### src/rtl/serial_deserializer.sv
// Serial-to-parallel receiver: assembles WIDTH-bit words MSB- or LSB-first and
// hands them out over a registered valid/ready port, stalling the serial source when full.
module serial_deserializer #(
    parameter int WIDTH = 64,
    localparam int CW = $clog2(WIDTH) + 1
) (
    input  logic             clk,
    input  logic             rst,
    input  logic             serial_in,
    input  logic             serial_valid,
    output logic             serial_ready,
    input  logic             shift_dir,
    input  logic             sync_clr,
    input  logic             err_clr,
    output logic [WIDTH-1:0] data_out,
    output logic             data_valid,
    input  logic             data_ready,
    output logic [CW-1:0]    bit_count,
    output logic             frame_err
);

    typedef enum logic {COLLECT, STALL} state_t;

    state_t            state_q, state_d;
    logic [WIDTH-1:0]  asm_q, asm_d;
    logic [WIDTH-1:0]  data_out_q, data_out_d;
    logic              data_valid_q, data_valid_d;
    logic              frame_err_q, frame_err_d;
    logic              order_q, order_d;
    logic [CW-1:0]     bit_count_q, bit_count_d;

    logic              accept;
    logic              last_bit;
    logic              out_free;
    logic              cur_order;
    logic [WIDTH-1:0]  shifted;

    assign serial_ready = !rst && (state_q == COLLECT);
    assign data_out     = data_out_q;
    assign data_valid   = data_valid_q;
    assign bit_count    = bit_count_q;
    assign frame_err    = frame_err_q;

    // Bit order is taken live on the first bit of a word, then held for the rest of it.
    always_comb begin
        accept    = serial_valid && serial_ready;
        cur_order = (bit_count_q == '0) ? shift_dir : order_q;
        shifted   = cur_order ? {serial_in, asm_q[WIDTH-1:1]}
                              : {asm_q[WIDTH-2:0], serial_in};
        last_bit  = (bit_count_q == CW'(WIDTH - 1));
        out_free  = !data_valid_q || data_ready;

        state_d      = state_q;
        asm_d        = asm_q;
        data_out_d   = data_out_q;
        data_valid_d = data_valid_q && !data_ready;
        frame_err_d  = err_clr ? 1'b0 : frame_err_q;
        order_d      = order_q;
        bit_count_d  = bit_count_q;

        case (state_q)
            COLLECT: begin
                if (sync_clr) begin
                    bit_count_d = '0;
                    asm_d       = '0;
                    if (bit_count_q != '0) begin
                        frame_err_d = 1'b1;
                    end
                end else if (accept) begin
                    asm_d   = shifted;
                    order_d = cur_order;
                    if (last_bit) begin
                        bit_count_d = '0;
                        if (out_free) begin
                            data_out_d   = shifted;
                            data_valid_d = 1'b1;
                        end else begin
                            state_d = STALL;
                        end
                    end else begin
                        bit_count_d = bit_count_q + CW'(1);
                    end
                end
            end
            STALL: begin
                // The held word only moves once the consumer takes the current one.
                if (data_ready) begin
                    data_out_d   = asm_q;
                    data_valid_d = 1'b1;
                    state_d      = COLLECT;
                end
            end
            default: begin
                state_d = COLLECT;
            end
        endcase
    end

    always_ff @(posedge clk) begin
        if (rst) begin
            state_q      <= COLLECT;
            asm_q        <= '0;
            data_out_q   <= '0;
            data_valid_q <= 1'b0;
            frame_err_q  <= 1'b0;
            order_q      <= 1'b0;
            bit_count_q  <= '0;
        end else begin
            state_q      <= state_d;
            asm_q        <= asm_d;
            data_out_q   <= data_out_d;
            data_valid_q <= data_valid_d;
            frame_err_q  <= frame_err_d;
            order_q      <= order_d;
            bit_count_q  <= bit_count_d;
        end
    end

endmodule

### config.mk
export PLATFORM = sky130hd
export DESIGN_NAME = serial_deserializer
export DESIGN_NICKNAME = d
export VERILOG_FILES = /design/src/rtl/serial_deserializer.sv
export SDC_FILE = /design/constraint.sdc
export NUM_CORES = 1
export LEC_CHECK = 0
export ABC_AREA = 1
export CAP_MARGIN = 20
export CORE_MARGIN = 1
export CORE_UTILIZATION = 55
export DETAILED_ROUTE_END_ITERATION = 7
export DONT_BUFFER_PORTS = 1
export PLACE_DENSITY = 0.67
export SLEW_MARGIN = 20
export SYNTH_ARGS = -nofsm -noshare
export SYNTH_HDL_FRONTEND = slang
export SYNTH_SLANG_ARGS = --single-unit
### constraint.sdc
create_clock -name clk -period 2.89 [get_ports clk]
set_input_delay 0.289 -clock clk [delete_from_list [all_inputs] [get_ports clk]]
set_output_delay 0.289 -clock clk [all_outputs]
set_load 0.03 [all_outputs]
# After elaboration in Yosys (flattened, before gate mapping)
# Index checks and enable logic that the tools add are counted.
# W data, S select, Z words.
[word_totals]
reg_bits = 139
in_bits = 8
[classes]
muxes = 29
n_reduce_logical = 13
bitwise_logic = 2
add_sub_neg = 1
n_eq_ne = 6
[ops]
columns = ["cell", "n"]
rows = [
  ["$mux W64", 8],
  ["$pmux W64 S2", 1],
  ["$mux W7", 3],
  ["$mux W1", 15],
  ["$ne A2 B2 Y1 const B", 5],
  ["$add A7 B1 Y7 const B", 1],
  ["$eq A7 B6 Y1 const B", 1],
  ["$logic_not A7 Y1", 1],
  ["$reduce_bool A7 Y1", 1],
  ["$reduce_and A5 Y1", 1],
  ["$pmux W1 S2", 2],
  ["$logic_and A1 B1 Y1", 3],
  ["$logic_not A1 Y1", 3],
  ["$reduce_and A3 Y1", 1],
  ["$not A1 Y1", 2],
  ["$reduce_and A2 Y1", 1],
  ["$reduce_bool A2 Y1", 1],
  ["$logic_or A1 B1 Y1", 1],
]

# Logic depth before layout (Yosys ltp)
[logic_depth]
depth_word = 8
mapped_depth = 14

# Worst setup path after synthesis
# OpenSTA, ideal clock, no wires.
[synth_path]
path_kind = "flip-flop to flip-flop"
from = "register bit_count_q[0], in the netlist bit_count[0]"
to = "register data_out_q[43], in the netlist data_out[43]"
setup_ns = 0.109
arrival_ns = 1.741
stages_incl_launch_ff = 14
required_time_ns = 2.781
path_slack_ns = 1.040
cell_sequence = "dfxtp_1 -> inv_1 -> ha_1 -> inv_1 -> nor2_1 -> nand3_2 -> nand2_1 -> nand2_1 -> clkbuf_1 -> nand2_1 -> nand3_1 -> nand3_1 -> nand2_1 -> inv_1"
[synth_between]
elab_chain_cells = 8
elab_cells_between_ends = 11
cone_classes = "eq/ne (2); mux (7); reduce/logical (2)"
[synth_lines]
columns = ["item", "line", "text"]
rows = [
  ["start, declared", "30", "logic [CW-1:0] bit_count_q, bit_count_d;"],
  ["start signal, assigned", "115", "bit_count_q <= bit_count_d;"],
  ["$logic_not A7 Y1", "47", "cur_order = (bit_count_q == '0) ? shift_dir : order_q;"],
  ["$mux W1", "47", ""],
  ["$mux W64", "48", "shifted = cur_order ? {serial_in, asm_q[WIDTH-1:1]}"],
  ["$mux W64", "74", "if (out_free) begin"],
  ["$mux W64", "72", "if (last_bit) begin"],
  ["$mux W64", "69", "end else if (accept) begin"],
  ["$mux W64", "63", "if (sync_clr) begin"],
  ["$pmux W64 S2", "61", "case (state_q)"],
  ["end signal, assigned", "111", "data_out_q <= data_out_d;"],
  ["end, declared", "26", "logic [WIDTH-1:0] data_out_q, data_out_d;"],
]
# Several ways; a longest one is shown, not always the timed one. The select of a mux whose other input is x is not followed.
# A chain may end at the register's enable or synchronous reset.

# Worst setup path after layout
[layout_path]
from = "register bit_count_q[0], in the netlist bit_count[0]"
to = "register data_out_q[36], in the netlist data_out[36]"
# The elaborated chain is that of the path after synthesis.

==> flow_summary_export.csv <==
group,metric,value,unit
global_routing,antenna_found_initial,0,
routing,drt_iter0_drc,731,
power,max-vdd-ir-drop,0.0004018,V
sta,setup_viol,0,
floorplan,die_w,121.9,um
sta,relSlewSlack,0.5396,
critical_path,r2r-start,"bit_count[0]",
layout,fin_cells,1403,
layout,design_area,0.008516,mm^2
sta,grt_setup_unrepaired,"no",
floorplan,start_util,0.5677,
clock_network,insertion_delay,0.42,ns
critical_path,rrSetupSlack,0.47,ns
layout,drive_gt1_frac,0.07441,
routing,wire_per_inst,13.67,um
placed_design,io_buffers,0,
min_path,whs_path_depth,3,
layout,antennaDiodeCount,0,
clock_network,root_buffer,"clkbuf_16",
clock_network,clk_pin_slew,0.06,ns
floorplan,dieHeight,121.9,um
layout,nFillCells,1355,
synthesis,synth_top_area_share,0.3517,
routing,finalWirelength,19170,um
critical_path,crit_fanout,65,
synthesis,ys_seq_elements,139,
synthesis,syn_nets,1268,
sta,worst_pin_slew,0.6882,ns
routing,ant_nets,0,
min_path,hp-class,"input port to flip-flop",
power,cellLeakagePower,3.689,nW
sta,final.min_clock_period,2.417,ns
clock_network,cts_buffers,17,
layout,final_util,0.6111,
placed_design,dp_cells,1370,
routing,detail_route.first_pass.iterations,5,
floorplan,dieArea,0.01487,mm^2
global_routing,gr-usage-all-layers,0.2712,
floorplan,io_pins,82,
routing,vias,7565,
run_status,outcome,"finished clean",
clock_network,cts_tree,"yes",
floorplan,coreArea,0.01393,mm^2
global_routing,grt_max_degree,71,
layout,syn_to_final_growth,7.639,%
min_path,min_to,"data_out[3]",
synthesis,avgSynthCellArea,6.289,um^2
routing,routed_via_density,5.392,
synthesis,ys_seq_area_frac,0.3517,
power,p_per_area,526.9,mW/mm^2
sta,finalHoldViolCount,0,
routing,drc,0,
critical_path,r2r_cells,14,
sta,skew,0.008410,ns
sta,report.final.slew_viol_count,0,
synthesis,synthCells,1258,
layout,final_common_cell,"nand3_1",
placed_design,post-dp-hpwl,11140,um
layout,nets,1220,
global_routing,overflow,0,
sta,final.setup.tns,0,ns
sta,fmax,0.4137,GHz
synthesis,synth_area_leaders,"dfxtp_1 35%, nand3_1 21%, nand2_1 15%",
sta,hold_slack,0.01315,ns
synthesis,netlist_area,0.007911,mm^2
synthesis,yosys.area.top_type,"dfxtp_1",
min_path,hold_start,"rst",
critical_path,worstPathRequired,3.21,ns
placed_design,routabilityCongestion,0.8286,
layout,final_cell_mix,"330 x nand3_1, 309 x nand2_1, 208 x inv_1",
clock_network,h-tree-depth,4,
synthesis,ys.warnings.count,0,
critical_path,critical_path_class,"flip-flop to flip-flop",
synthesis,synth_cell_types,25,
flow_run,maxCapViolCount,0,
placed_design,placed_cell_area,0.007886,mm^2
critical_path,setup.worst_path.end_class,"flip-flop",
critical_path,worstReg2RegEnd,"data_out[36]",
clock_network,clockBufferDepth,2,
critical_path,arrival,2.74,ns
clock_network,cts.sinks,139,
global_routing,grt_pass1_vias,6774,
floorplan,placementRows,43,
sta,fin_crit_sh,0.8364,
global_routing,grt_pass1_wl,32490,um
critical_path,start_kind,"flip-flop",
## flip-flops by register name, summed over array words and instances (netlist names)
name and flops:
asm_q 64, data_out 64, bit_count 7, data_valid 1, frame_err 1, order_q 1
state_q 1
## cell type report
class | count | area [um^2] | area share
well taps | 180 | 225.2 | 0.02645
clock inverters | 13 | 148.9 | 0.01748
repair buffers | 27 | 310.3 | 0.03644
multi-input cells | 813 | 3799 | 0.4461
clock buffers | 19 | 452.9 | 0.05319
inverters | 212 | 795.8 | 0.09345
flip-flops and latches | 139 | 2784 | 0.3269
## cell families (layout without fill, tap and decap cells)
logic type | count (synthesis) | count (layout) | share of synthesized area
AND/OR/NAND/NOR | 663 | 663 | 0.3717
buffers and inverters | 306 | 271 | 0.1705
AO/OA/AOI/OAI | 147 | 147 | 0.1019
flip-flops | 139 | 139 | 0.3517
adder cells (fa/ha/maj) | 2 | 2 | 0.003163
XOR/XNOR | 1 | 1 | 0.001107
## synth_stat cells
master	number
o21ai_0	6
nand4_2	1
o211a_1	1
nor2_1	10
a21oi_2	16
buf_4	16
buf_6	14
a31oi_1	1
nor3_1	1
inv_2	3
ha_1	2
nand3_1	330
nand2_1	311
inv_1	209
nor2_2	4
buf_2	28
a21oi_1	122
buf_1	10
a32oi_1	1
dfxtp_1	139
nand3_2	1
xor2_1	1
clkbuf_1	26
nand4_1	2
nand2_2	3
## worst max-delay path, stage by stage, from the launching register on
cell	delay (ns)
dfxtp_1	0.59
buf_4	0.19
inv_1	0.04
ha_1	0.18
inv_1	0.05
nor2_1	0.05
nand3_2	0.14
nand2_4	0.21
nand2_2	0.16
buf_12	0.28
nand2_1	0.12
nand3_1	0.08
nand3_1	0.08
nand2_1	0.09
inv_1	0.04
## metrics by stage
| step | power [mW] | setup slack [ns] |
|---|---|---|
| 6_report | 4.487 | 0.4728 |
| 5_1_grt | 4.646 | 0.1555 |
| 4_1_cts | 4.520 | 0.4820 |
| 3_5_place_dp | 2.285 | 0.4818 |
| 3_3_place_gp | 2.282 | 0.5048 |
| 2_1_floorplan | 2.256 | 1.040 |
## where the power goes
group	leakage, nW	total, mW	switching (mW)	internal, mW
registers	1.12	1.94	0.0100	1.93
clock network	0.298	2.22	0.829	1.39
logic	2.27	0.331	0.236	0.0949
total	3.69	4.49	1.07	3.41
## per-layer routing
metal,vias up,track usage,wire (um)
li1,3895,-,-
met1,3436,0.3486,8736
met2,219,0.4428,8975
met3,15,0.06507,1223
met4,0,0.09028,236
met5,-,0,0
## timing repair
item / 4_1_cts / 5_1_grt
hold endpoints to repair: 70 / 0
gates resized for setup: 0 / 0
buffers inserted: 0 / 0
hold buffers: 1 / 0
## worst max-delay path by stage
stage	start	endpoint	slack, ns	cells after the start
2_1_floorplan	bit_count[0]	data_out[43]	1.04	13
3_3_place_gp	state_q	data_out[44]	0.50	9
3_5_place_dp	bit_count[0]	data_out[36]	0.48	14
4_1_cts	bit_count[0]	data_out[36]	0.48	14
5_1_grt	bit_count[0]	data_out[38]	0.16	14
6_report	bit_count[0]	data_out[36]	0.47	14
Note: power is estimated with default switching activity, not from simulation.
